$ cat config.mk
export PLATFORM = sky130hd
export DESIGN_NAME = video_capture_packer
export DESIGN_NICKNAME = d
export VERILOG_FILES = /design/src/rtl/video_pkg.sv /design/src/rtl/video_capture_fifo.sv /design/src/rtl/video_capture_packer.sv
export SDC_FILE = /design/constraint.sdc
export NUM_CORES = 1
export LEC_CHECK = 0
export ABC_AREA = 1
export BUFFER_PORTS_ARGS = -buffer_cell sky130_fd_sc_hd__buf_2
export CAP_MARGIN = 20
export CORE_ASPECT_RATIO = 2
export CORE_MARGIN = 3
export CORE_UTILIZATION = 50
export DETAILED_ROUTE_END_ITERATION = 10
export PLACE_DENSITY = 0.69
export REMOVE_ABC_BUFFERS = 1
export SLEW_MARGIN = 20
export SYNTH_ARGS = -nofsm -noshare
export SYNTH_HDL_FRONTEND = slang
export SYNTH_SLANG_ARGS = --single-unit
$ cat constraint.sdc
create_clock -name m_axis_vid_aclk -period 3.25 [get_ports m_axis_vid_aclk]
set_input_delay 0.325 -clock m_axis_vid_aclk [delete_from_list [all_inputs] [get_ports m_axis_vid_aclk]]
set_output_delay 0.325 -clock m_axis_vid_aclk [all_outputs]
set_load 0.01 [all_outputs]
$ cat src/rtl/video_pkg.sv
// Shared constants for the video capture path: control opcodes, colour modes,
// capture states and small packing helpers.
package video_pkg;

  localparam logic [7:0] OP_COLORMODE   = 8'd1;
  localparam logic [7:0] OP_DIMENSIONS  = 8'd2;
  localparam logic [7:0] OP_CAPTURE_EN  = 8'd6;
  localparam logic [7:0] OP_TESTPATTERN = 8'd7;

  localparam logic [1:0] CMODE_8BIT  = 2'd0;
  localparam logic [1:0] CMODE_16BIT = 2'd1;
  localparam logic [1:0] CMODE_32BIT = 2'd2;
  localparam logic [1:0] CMODE_15BIT = 2'd3;

  typedef logic [1:0] state_t;
  localparam state_t ST_IDLE   = 2'd0;
  localparam state_t ST_ACTIVE = 2'd1;
  localparam state_t ST_DROP   = 2'd2;
  localparam state_t ST_SKIP   = 2'd3;

  localparam logic [15:0] WIDTH_RESET = 16'd640;

  function automatic logic [15:0] swap16(input logic [15:0] p);
    return {p[7:0], p[15:8]};
  endfunction

  // Index of the lane that completes a word in the given colour mode.
  function automatic logic [1:0] last_lane(input logic [1:0] cmode);
    case (cmode)
      CMODE_8BIT:  return 2'd3;
      CMODE_16BIT: return 2'd1;
      CMODE_15BIT: return 2'd1;
      CMODE_32BIT: return 2'd0;
      default:     return 2'd0;
    endcase
  endfunction

endpackage

$ cat src/rtl/video_capture_fifo.sv
// Synchronous output FIFO holding {tuser, tlast, data} beats; data reads as
// zero while empty so the stream outputs are clean out of reset.
module video_capture_fifo #(
  parameter int DEPTH = 16,
  parameter int WIDTH = 34
) (
  input  logic             clk,
  input  logic             aresetn,
  input  logic             wr_en,
  input  logic [WIDTH-1:0] wr_data,
  input  logic             rd_en,
  output logic [WIDTH-1:0] rd_data,
  output logic             empty,
  output logic             full
);

  localparam int AW = $clog2(DEPTH);
  localparam logic [AW:0] FULL_COUNT = (AW+1)'(DEPTH);

  logic [WIDTH-1:0] mem_r [DEPTH];
  logic [AW-1:0]    wr_ptr_r;
  logic [AW-1:0]    rd_ptr_r;
  logic [AW:0]      count_r;
  logic             do_rd_s;

  assign do_rd_s = rd_en && !empty;
  assign empty   = (count_r == '0);
  assign full    = (count_r == FULL_COUNT);
  assign rd_data = empty ? {WIDTH{1'b0}} : mem_r[rd_ptr_r];

  // Storage array, written on every accepted push.
  always_ff @(posedge clk) begin
    if (wr_en) begin
      mem_r[wr_ptr_r] <= wr_data;
    end
  end

  // Pointer and occupancy tracking.
  always_ff @(posedge clk) begin
    if (!aresetn) begin
      wr_ptr_r <= '0;
      rd_ptr_r <= '0;
      count_r  <= '0;
    end else begin
      if (wr_en) begin
        wr_ptr_r <= wr_ptr_r + AW'(1);
      end
      if (do_rd_s) begin
        rd_ptr_r <= rd_ptr_r + AW'(1);
      end
      case ({wr_en, do_rd_s})
        2'b10:   count_r <= count_r + (AW+1)'(1);
        2'b01:   count_r <= count_r - (AW+1)'(1);
        default: count_r <= count_r;
      endcase
    end
  end

endmodule

$ cat src/rtl/video_capture_packer.sv
// Packs captured pixels into 32-bit AXI-stream beats for VDMA S2MM.
// Optional internal test pattern source: define VIDEO_CAPTURE_TESTPATTERN_EN.
module video_capture_packer
  import video_pkg::*;
#(
  parameter int FIFO_DEPTH = 16
) (
  input  logic        m_axis_vid_aclk,
  input  logic        aresetn,
  input  logic [31:0] pix_data,
  input  logic        pix_valid,
  input  logic        pix_sof,
  input  logic        pix_eol,
  output logic [31:0] m_axis_vid_tdata,
  output logic        m_axis_vid_tvalid,
  input  logic        m_axis_vid_tready,
  output logic        m_axis_vid_tuser,
  output logic        m_axis_vid_tlast,
  input  logic [31:0] control_data,
  input  logic [7:0]  control_op,
  output logic        overflow,
  output logic [15:0] frames_dropped,
  output logic [1:0]  dbg_state
);

  logic [7:0]  ctrl_op_r;
  logic [31:0] ctrl_data_r;
  logic [1:0]  colormode_r;
  logic [15:0] width_r;
  logic        enable_r;
  state_t      state_r;
  logic [31:0] acc_r;
  logic [1:0]  idx_r;
  logic [15:0] cnt_r;
  logic        first_r;
  logic        push_valid_r;
  logic [33:0] push_word_r;
  logic        overflow_r;
  logic [15:0] frames_dropped_r;

  logic [31:0] src_data_s;
  logic        src_valid_s, src_sof_s, src_eol_s;
  logic [31:0] base_acc_s, lane_word_s;
  logic [1:0]  base_idx_s;
  logic [15:0] base_cnt_s, cnt_next_s;
  logic        base_first_s, width_hit_s, word_done_s, take_s;
  logic        pop_s, drop_s, push_s;
  logic [33:0] fifo_rd_s;
  logic        fifo_empty_s, fifo_full_s;
  logic        unused_ctrl_s;

  assign unused_ctrl_s = &{1'b0, ctrl_data_r[31:16]};

`ifdef VIDEO_CAPTURE_TESTPATTERN_EN
  logic        tp_en_r;
  logic [15:0] tp_x_r;
  logic [8:0]  tp_y_r;

  // Pattern raster: x runs 0..width-1, a frame is 480 lines.
  always_ff @(posedge m_axis_vid_aclk) begin
    if (!aresetn || !tp_en_r) begin
      tp_x_r <= 16'd0;
      tp_y_r <= 9'd0;
    end else if (tp_x_r == width_r - 16'd1) begin
      tp_x_r <= 16'd0;
      tp_y_r <= (tp_y_r == 9'd479) ? 9'd0 : tp_y_r + 9'd1;
    end else begin
      tp_x_r <= tp_x_r + 16'd1;
    end
  end

  assign src_data_s  = tp_en_r ? {16'd0, tp_x_r} : pix_data;
  assign src_valid_s = tp_en_r ? 1'b1 : pix_valid;
  assign src_sof_s   = tp_en_r ? ((tp_x_r == 16'd0) && (tp_y_r == 9'd0)) : pix_sof;
  assign src_eol_s   = tp_en_r ? (tp_x_r == width_r - 16'd1) : pix_eol;
`else
  assign src_data_s  = pix_data;
  assign src_valid_s = pix_valid;
  assign src_sof_s   = pix_sof;
  assign src_eol_s   = pix_eol;
`endif

  // Control port: opcode and payload are registered, then decoded.
  always_ff @(posedge m_axis_vid_aclk) begin
    if (!aresetn) begin
      ctrl_op_r   <= 8'd0;
      ctrl_data_r <= 32'd0;
      colormode_r <= CMODE_16BIT;
      width_r     <= WIDTH_RESET;
      enable_r    <= 1'b0;
`ifdef VIDEO_CAPTURE_TESTPATTERN_EN
      tp_en_r     <= 1'b0;
`endif
    end else begin
      ctrl_op_r   <= control_op;
      ctrl_data_r <= control_data;
      case (ctrl_op_r)
        OP_COLORMODE:   colormode_r <= ctrl_data_r[1:0];
        OP_DIMENSIONS:  width_r     <= ctrl_data_r[15:0];
        OP_CAPTURE_EN:  enable_r    <= ctrl_data_r[0];
`ifdef VIDEO_CAPTURE_TESTPATTERN_EN
        OP_TESTPATTERN: tp_en_r     <= ctrl_data_r[0];
`endif
        default:        enable_r    <= enable_r;
      endcase
    end
  end

  // Lane placement of the incoming pixel; a sof pixel starts a fresh word.
  always_comb begin
    base_acc_s   = src_sof_s ? 32'd0 : acc_r;
    base_idx_s   = src_sof_s ? 2'd0  : idx_r;
    base_cnt_s   = src_sof_s ? 16'd0 : cnt_r;
    base_first_s = src_sof_s ? 1'b1  : first_r;
    lane_word_s  = base_acc_s;
    case (colormode_r)
      CMODE_8BIT: begin
        case (base_idx_s)
          2'd0:    lane_word_s[7:0]   = src_data_s[7:0];
          2'd1:    lane_word_s[15:8]  = src_data_s[7:0];
          2'd2:    lane_word_s[23:16] = src_data_s[7:0];
          default: lane_word_s[31:24] = src_data_s[7:0];
        endcase
      end
      CMODE_16BIT, CMODE_15BIT: begin
        if (base_idx_s[0]) begin
          lane_word_s[31:16] = swap16(src_data_s[15:0]);
        end else begin
          lane_word_s[15:0] = swap16(src_data_s[15:0]);
        end
      end
      default: lane_word_s = src_data_s;
    endcase
    cnt_next_s  = base_cnt_s + 16'd1;
    width_hit_s = (cnt_next_s == width_r) && !src_eol_s;
    word_done_s = (base_idx_s >= last_lane(colormode_r)) || src_eol_s || width_hit_s;
    take_s      = src_valid_s && ((src_sof_s && enable_r) || ((state_r == ST_ACTIVE) && !src_sof_s));
    pop_s       = !fifo_empty_s && m_axis_vid_tready;
    drop_s      = push_valid_r && fifo_full_s && !pop_s;
    push_s      = push_valid_r && !drop_s;
  end

  // Capture state, word assembly and the one-deep push stage.
  always_ff @(posedge m_axis_vid_aclk) begin
    if (!aresetn) begin
      state_r          <= ST_IDLE;
      acc_r            <= 32'd0;
      idx_r            <= 2'd0;
      cnt_r            <= 16'd0;
      first_r          <= 1'b0;
      push_valid_r     <= 1'b0;
      push_word_r      <= 34'd0;
      overflow_r       <= 1'b0;
      frames_dropped_r <= 16'd0;
    end else if (drop_s) begin
      // The word in the push stage is lost; the rest of the frame goes too.
      state_r          <= ST_DROP;
      acc_r            <= 32'd0;
      idx_r            <= 2'd0;
      cnt_r            <= 16'd0;
      first_r          <= 1'b0;
      push_valid_r     <= 1'b0;
      overflow_r       <= 1'b1;
      frames_dropped_r <= (frames_dropped_r == 16'hFFFF) ? 16'hFFFF : frames_dropped_r + 16'd1;
    end else if (take_s) begin
      if (word_done_s) begin
        push_valid_r <= 1'b1;
        push_word_r  <= {base_first_s, src_eol_s || width_hit_s, lane_word_s};
        acc_r        <= 32'd0;
        idx_r        <= 2'd0;
        first_r      <= 1'b0;
      end else begin
        push_valid_r <= 1'b0;
        acc_r        <= lane_word_s;
        idx_r        <= base_idx_s + 2'd1;
        first_r      <= base_first_s;
      end
      cnt_r   <= (src_eol_s || width_hit_s) ? 16'd0 : cnt_next_s;
      state_r <= width_hit_s ? ST_SKIP : ST_ACTIVE;
    end else if (src_valid_s && src_sof_s) begin
      state_r      <= ST_IDLE;
      acc_r        <= 32'd0;
      idx_r        <= 2'd0;
      cnt_r        <= 16'd0;
      first_r      <= 1'b0;
      push_valid_r <= 1'b0;
    end else begin
      push_valid_r <= 1'b0;
      if (src_valid_s && src_eol_s && (state_r == ST_SKIP)) begin
        state_r <= ST_ACTIVE;
      end
    end
  end

  video_capture_fifo #(
    .DEPTH (FIFO_DEPTH),
    .WIDTH (34)
  ) u_fifo (
    .clk     (m_axis_vid_aclk),
    .aresetn (aresetn),
    .wr_en   (push_s),
    .wr_data (push_word_r),
    .rd_en   (pop_s),
    .rd_data (fifo_rd_s),
    .empty   (fifo_empty_s),
    .full    (fifo_full_s)
  );

  assign m_axis_vid_tvalid = !fifo_empty_s;
  assign m_axis_vid_tdata  = fifo_rd_s[31:0];
  assign m_axis_vid_tuser  = fifo_rd_s[33];
  assign m_axis_vid_tlast  = fifo_rd_s[32];
  assign overflow          = overflow_r;
  assign frames_dropped    = frames_dropped_r;
  assign dbg_state         = state_r;

endmodule

==> impl_metrics.tcl, run 1 <==
set metrics [dict create \
    die_h_um 352 \
    critical_path_class "reg2out" \
    preCtsSetupSlack_ns 0.304 \
    min_path_type "in2reg" \
    maxCapViolCount 0 \
    antenna_left 0 \
    power_leakage_nw 12.0 \
    root_buffer "clkbuf_16" \
    initial_core_util 0.506 \
    cp.arrival_ns 2.82 \
    cts_inserted_buffers 58 \
    synthFlopType "edfxtp_1" \
    max_stage_delay_ns 0.44 \
    worst_ep_required_time_ns 2.92 \
    antenna_found_initial 5 \
    clock_sinks 709 \
    clockBufferDepth 3 \
    cp_slowest_cell "dfxtp_4" \
    hold_viol_final 0 \
    start_kind "register" \
    critical_path_peak_fanout 72 \
    rsz0062_at_grt "no" \
    place_hpwl_mm 48.0 \
    critPathCaptureType "output port" \
    vias 22600 \
    period_share 0.968 \
    final_util 0.575 \
    clkTransAtPathRegs_ns 0.07 \
    setup_tns_ns 0 \
    avgSynthCellArea_um2 10.6 \
    grt_remaining_overflow 0 \
    clk_latency_ns 0.65 \
    setup_ws_ns 0.104 \
    row_count 126 \
    ir_worst_vdd_mv 0.551 \
    status "complete, no violations" \
    port_buffers 115 \
    ioPinCount 132 \
    cts_tree "done" \
    gr-usage-all-layers 0.259 \
    seq_area_frac_synth 0.657 \
    yosysWarnings 0 \
    synth_edf_count 544 \
    worst_pin_slew_ns 0.887 \
    totalWireLength_mm 82.1 \
    netlist_instances 2814 \
    ys_types 47 \
    maxSlewHeadroom 0.409 \
    synth.cell_area_um2 29900 \
    drive_above_1_share 0.126 \
    drc 0 \
    core-area_um2 59100 \
    syn2layout_area_growth_pct 13.6 \
    h-tree-depth 2 \
    fin_crit_ns 3.15 \
    power.density_nw_per_um2 651 \
    n_fill_cell 4830 \
    die_w_um 179 \
    skew_ns 0.0374 \
    place_congestion 0.885 \
    path_cells "buf_12 -> inv_16 -> buf_12 -> o21ai_0 -> o22ai_1 -> nor2_1 -> nor2_1 -> o21ai_0 -> a21oi_1 -> buf_2" \
    final_net_count 3009 \
    grt_pass1_wl_mm 126 \
    wl_per_cell_um 22.0 \
    synth-async-reset-ratio 0 \
    die_area_um2 63000 \
    max_freq_mhz 318 \
    drtIter0Drc 2540 \
    ys_seq_elements 709 \
    via_per_inst 6.04 \
    drv_slew 0 \
    firstDrtPassIters 6 \
    grt_max_degree 115 \
    setup_viol 0 \
    grt_pass1_vias 22700 \
]
## power by group
| part | total [mW] | internal, mW | leakage [nW] | switching (mW) |
|---|---|---|---|---|
| Clock | 6.68 | 3.43 | 0.868 | 3.25 |
| Combinational | 5.39 | 1.76 | 4.75 | 3.63 |
| Sequential | 10.0 | 9.83 | 6.33 | 0.208 |
| Total | 22.1 | 15.0 | 12.0 | 7.09 |
## critical path: cells and delay by family (launching register included)
kind	cells	cell delay, ns
buffers and inverters	4	0.84
AO/OA/AOI/OAI	4	0.69
AND/OR/NAND/NOR	2	0.16
flip-flops	1	0.44
## state kept, by name, indices dropped and copies added, names as in the netlist, 2 cells and up, named ones only
| register | count |
|---|---|
| ctrl_op_r | 8 |
| u_fifo.wr_ptr_r | 4 |
| cnt_r | 16 |
| idx_r | 2 |
| u_fifo.rd_ptr_r | 4 |
| dbg_state | 2 |
| u_fifo.mem_r | 544 |
| ctrl_data_r | 16 |
| colormode_r | 2 |
| push_word_r | 34 |
| acc_r | 32 |
| u_fifo.count_r | 5 |
| frames_dropped | 16 |
| width_r | 16 |
## cell families after synthesis
logic type | after synthesis | synth area share
DFF | 709 | 0.657
AOI/OAI and AO/OA | 718 | 0.142
buffers and inverters | 380 | 0.0504
xor gates and xnor gates | 11 | 0.00322
and+or+nand+nor | 978 | 0.139
adders and majority gates | 18 | 0.00778
## per-stage QoR
step | power [mW] | instances | instance area, um^2 | hold slack, ns
floorplan | 13.4 | 2623 | 29100 | 0.418
global placement | 15.2 | 3590 | 31800 | 0.426
detailed placement | 15.4 | 3590 | 31800 | 0.432
CTS | 22.1 | 3724 | 33900 | 0.0861
global route | 23.1 | 3729 | 34000 | 0.162
finish | 22.1 | 3733 | 34000 | 0.126
## cells in the mapped netlist (17+ instances only)
library cell,number,area share
nand4_1,56,0.012
inv_1,180,0.023
a21oi_1,140,0.023
o221ai_1,103,0.030
o211ai_1,31,0.0078
edfxtp_1,544,0.55
o21ai_0,352,0.059
clkbuf_1,165,0.021
nor2_1,460,0.058
a21oi_2,27,0.0079
dfxtp_1,165,0.11
nand3_1,147,0.025
nand2_1,263,0.033
nor3_1,18,0.0030
o22ai_1,36,0.0075
ha_1,17,0.0071
## layout by cell type, fill, tap and decap left out, types with 3 or more instances in the layout
cell | synthesis | routed
a21oi_1 | 140 | 140
nor4_1 | 3 | 3
clkbuf_16 | 0 | 58
xor2_1 | 6 | 6
nand2_1 | 263 | 263
a221oi_1 | 3 | 3
xnor2_1 | 5 | 5
diode_2 | 0 | 4
nor2_1 | 460 | 440
clkinv_1 | 4 | 8
buf_12 | 2 | 29
ha_1 | 17 | 17
o221ai_1 | 103 | 103
a31oi_1 | 16 | 16
clkinvlp_4 | 0 | 5
a21oi_2 | 27 | 27
o22ai_1 | 36 | 36
nand3_1 | 147 | 147
nor2_2 | 5 | 6
o211ai_1 | 31 | 31
buf_4 | 3 | 58
clkinv_2 | 0 | 17
nor2_4 | 4 | 23
nand3_2 | 4 | 4
nand4_1 | 56 | 56
o21ai_0 | 352 | 352
buf_2 | 5 | 114
nor3_1 | 18 | 18
clkbuf_1 | 165 | 14
edfxtp_1 | 544 | 544
inv_1 | 180 | 178
dlygate4sd3_1 | 0 | 25
or2_2 | 4 | 4
inv_2 | 5 | 7
nand3b_1 | 8 | 8
dfxtp_1 | 165 | 162
## path summary, 6_finish.rpt
check / startpoint / end / slack [ns] / depth (start not counted)
min: m_axis_vid_tready / u_fifo.rd_ptr_r[0] / 0.13 / 4
max: register / m_axis_vid_tdata[7] / 0.10 / 10
min reg2reg: ctrl_data_r[9] / width_r[9] / 0.45 / 2
max reg2reg: u_fifo.count_r[0] / u_fifo.count_r[4] / 0.39 / 15
## final cells by class
type / count / area (um^2) / area share
diodes: 4 / 10.0 / 0.000295
clock buffers: 73 / 1520 / 0.0447
clock inverters: 35 / 274 / 0.00807
inverters: 189 / 728 / 0.0214
multi-input cells: 1725 / 8920 / 0.263
flip-flops and latches: 709 / 19600 / 0.578
well taps: 768 / 961 / 0.0283
repair buffers: 230 / 1910 / 0.0563
## layer usage
layer,track usage,vias up,share of wire
li1,-,10200,-
met1,0.308,11000,0.37
met2,0.449,1093,0.50
met3,0.0403,254,0.080
met4,0.139,2,0.052
met5,0,-,0.00013
## timing repair
| item | in CTS | in global routing |
|---|---|---|
| hold buffers | 25 | 0 |
| resized for setup | 1 | 6 |
| buffers inserted | 1 | 5 |
| endpoints found under the hold margin | 25 | 0 |
| setup endpoints to repair | 10 | 10 |
No activity file was read; power rests on OpenSTA's default activity.
==> inputs of run 2 (changes only) <==
--- a/config.mk
+++ b/config.mk
@@ -12,7 +12,7 @@
 export CORE_MARGIN = 3
 export CORE_UTILIZATION = 50
 export DETAILED_ROUTE_END_ITERATION = 10
-export PLACE_DENSITY = 0.69
+export PLACE_DENSITY = 0.67
 export REMOVE_ABC_BUFFERS = 1
 export SLEW_MARGIN = 20
 export SYNTH_ARGS = -nofsm -noshare
==> constraint.sdc (replaced) <==
create_clock -name m_axis_vid_aclk -period 3 [get_ports m_axis_vid_aclk]
set_input_delay 0.3 -clock m_axis_vid_aclk [delete_from_list [all_inputs] [get_ports m_axis_vid_aclk]]
set_output_delay 0.3 -clock m_axis_vid_aclk [all_outputs]
set_load 0.01 [all_outputs]
==> run 2 against run 1 <==
- global-route usage fell by 0.49 points
- clock skew fell by 0.0052 ns
- sequential cell count did not move
- power rose by 9.6%
- die area did not move
- worst setup slack got worse by 0.0065 ns
- first-iteration DRC count fell by 4.5%
- wire length rose by 1.0%
- sequential share of layout area fell by 0.19 points
- critical path type unchanged
==> impl_metrics.tcl, run 2 (synthesized netlist as in run 1, its figures left out) <==
set metrics [dict create \
    clkTransAtPathRegs_ns 0.07 \
    preCtsSetupSlack_ns 0.146 \
    row_count 126 \
    root_buffer "clkbuf_16" \
    hold_ws_ns 0.0844 \
    firstDrtPassIters 6 \
    syn2layout_area_growth_pct 14.0 \
    die_h_um 352 \
    worst_ep_required_time_ns 2.70 \
    via_per_inst 6.07 \
    critical_path_peak_fanout 71 \
    final_net_count 3011 \
    min_path_type "in2reg" \
    die_area_um2 63000 \
    cts_tree "done" \
    fin_crit_ns 2.90 \
    final_cell_mix "544 x edfxtp_1, 440 x nor2_1, 352 x o21ai_0" \
    grt_pass1_wl_mm 123 \
    hold_viol_final 0 \
    gr-usage-all-layers 0.254 \
    h-tree-depth 2 \
    start_kind "register" \
    place_congestion 0.901 \
    grt_max_degree 134 \
    drive_above_1_share 0.127 \
    cp.arrival_ns 2.60 \
    grt_pass1_vias 22400 \
    placed_area_um2 31800 \
    setup_ws_ns 0.0978 \
    initial_core_util 0.506 \
    antenna_found_initial 10 \
    totalWireLength_mm 82.9 \
    vias 22700 \
    n_fill_cell 4820 \
    power.density_nw_per_um2 711 \
    clock_sinks 709 \
    clockBufferDepth 3 \
    ir_worst_vdd_mv 0.551 \
    final_common_cell "edfxtp_1" \
    core-area_um2 59100 \
    drv_slew 0 \
    final_util 0.577 \
    setup_tns_ns 0 \
    cts_inserted_buffers 56 \
    antenna_left 0 \
    maxSlewHeadroom 0.516 \
    top_regs "u_fifo.mem_r x544, push_word_r x34, acc_r x32" \
    worst_pin_slew_ns 0.724 \
    drc 0 \
    max_freq_mhz 345 \
    grt_remaining_overflow 0 \
    power_leakage_nw 12.0 \
    critical_path_class "reg2out" \
    skew_ns 0.0322 \
    wl_per_cell_um 22.2 \
    largest_reg_flops 544 \
    setup_viol 0 \
    drtIter0Drc 2425 \
    clk_latency_ns 0.64 \
    maxCapViolCount 0 \
    top_register "u_fifo.mem_r" \
    fin_area_um2 34100 \
    die_w_um 179 \
    critPathCaptureType "output port" \
    port_buffers 115 \
    period_share 0.967 \
    ioPinCount 132 \
    status "complete, no violations" \
    place_hpwl_mm 47.4 \
]
==> run 2: worst paths after layout <==
kind	startpoint	to	slack (ns)	depth (start not counted)
setup / recovery	register	m_axis_vid_tdata[14]	0.1	7
hold / removal	m_axis_vid_tready	u_fifo.rd_ptr_r[0]	0.08	4
setup reg to reg	u_fifo.count_r[0]	u_fifo.count_r[4]	0.22	15
hold reg to reg	ctrl_data_r[8]	width_r[8]	0.46	2
==> run 2: area by class of cell <==
cell class / instances / area (um^2) / area share
antenna: 5 / 12.5 / 0.000367
clock buffer: 71 / 1490 / 0.0437
clock inverter: 33 / 304 / 0.00892
inverter: 189 / 741 / 0.0217
multi-input combinational: 1725 / 8930 / 0.262
sequential: 709 / 19600 / 0.576
tap: 768 / 961 / 0.0282
timing repair buffer: 234 / 2000 / 0.0587
==> run 2: per-layer routing <==
metal  routed length (um)  GRT usage  up-vias
met5                   65          0        -
met4                 3270      0.114        8
met3                 6570     0.0331      208
met2                42900      0.456     1067
met1                30100      0.302    11100
li1                     -          -    10200
==> run 2: what timing repair did <==
item / in CTS / in global routing
setup buffers: 0 / 5
cloned: 0 / 3
pin swaps: 0 / 1
endpoints found under the hold margin: 25 / 0
resized for setup: 3 / 9
endpoints found under the setup margin: 9 / 29
hold buffers: 25 / 0
==> run 2: power by group <==
part	total [mW]	internal, mW	leakage, nW	switching, mW
Clock	7.36	3.88	0.866	3.47
Combinational	6.02	1.99	4.79	4.03
Sequential	10.9	10.7	6.33	0.210
Total	24.2	16.5	12.0	7.71
==> run 2: stage by stage <==
step	power [mW]	instances
finish	24.2	3734
global route	25.3	3730
floorplan	14.5	2623
detailed placement	16.8	3592
global placement	16.5	3592
CTS	24.0	3721
==> run 2: critical path: stages, from the launching register on <==
cell       delay [ns]
dfxtp_4          0.49
clkinv_16        0.20
buf_4            0.30
o21ai_0          0.19
o22ai_1          0.09
o21ai_0          0.25
a21oi_1          0.20
buf_2            0.21
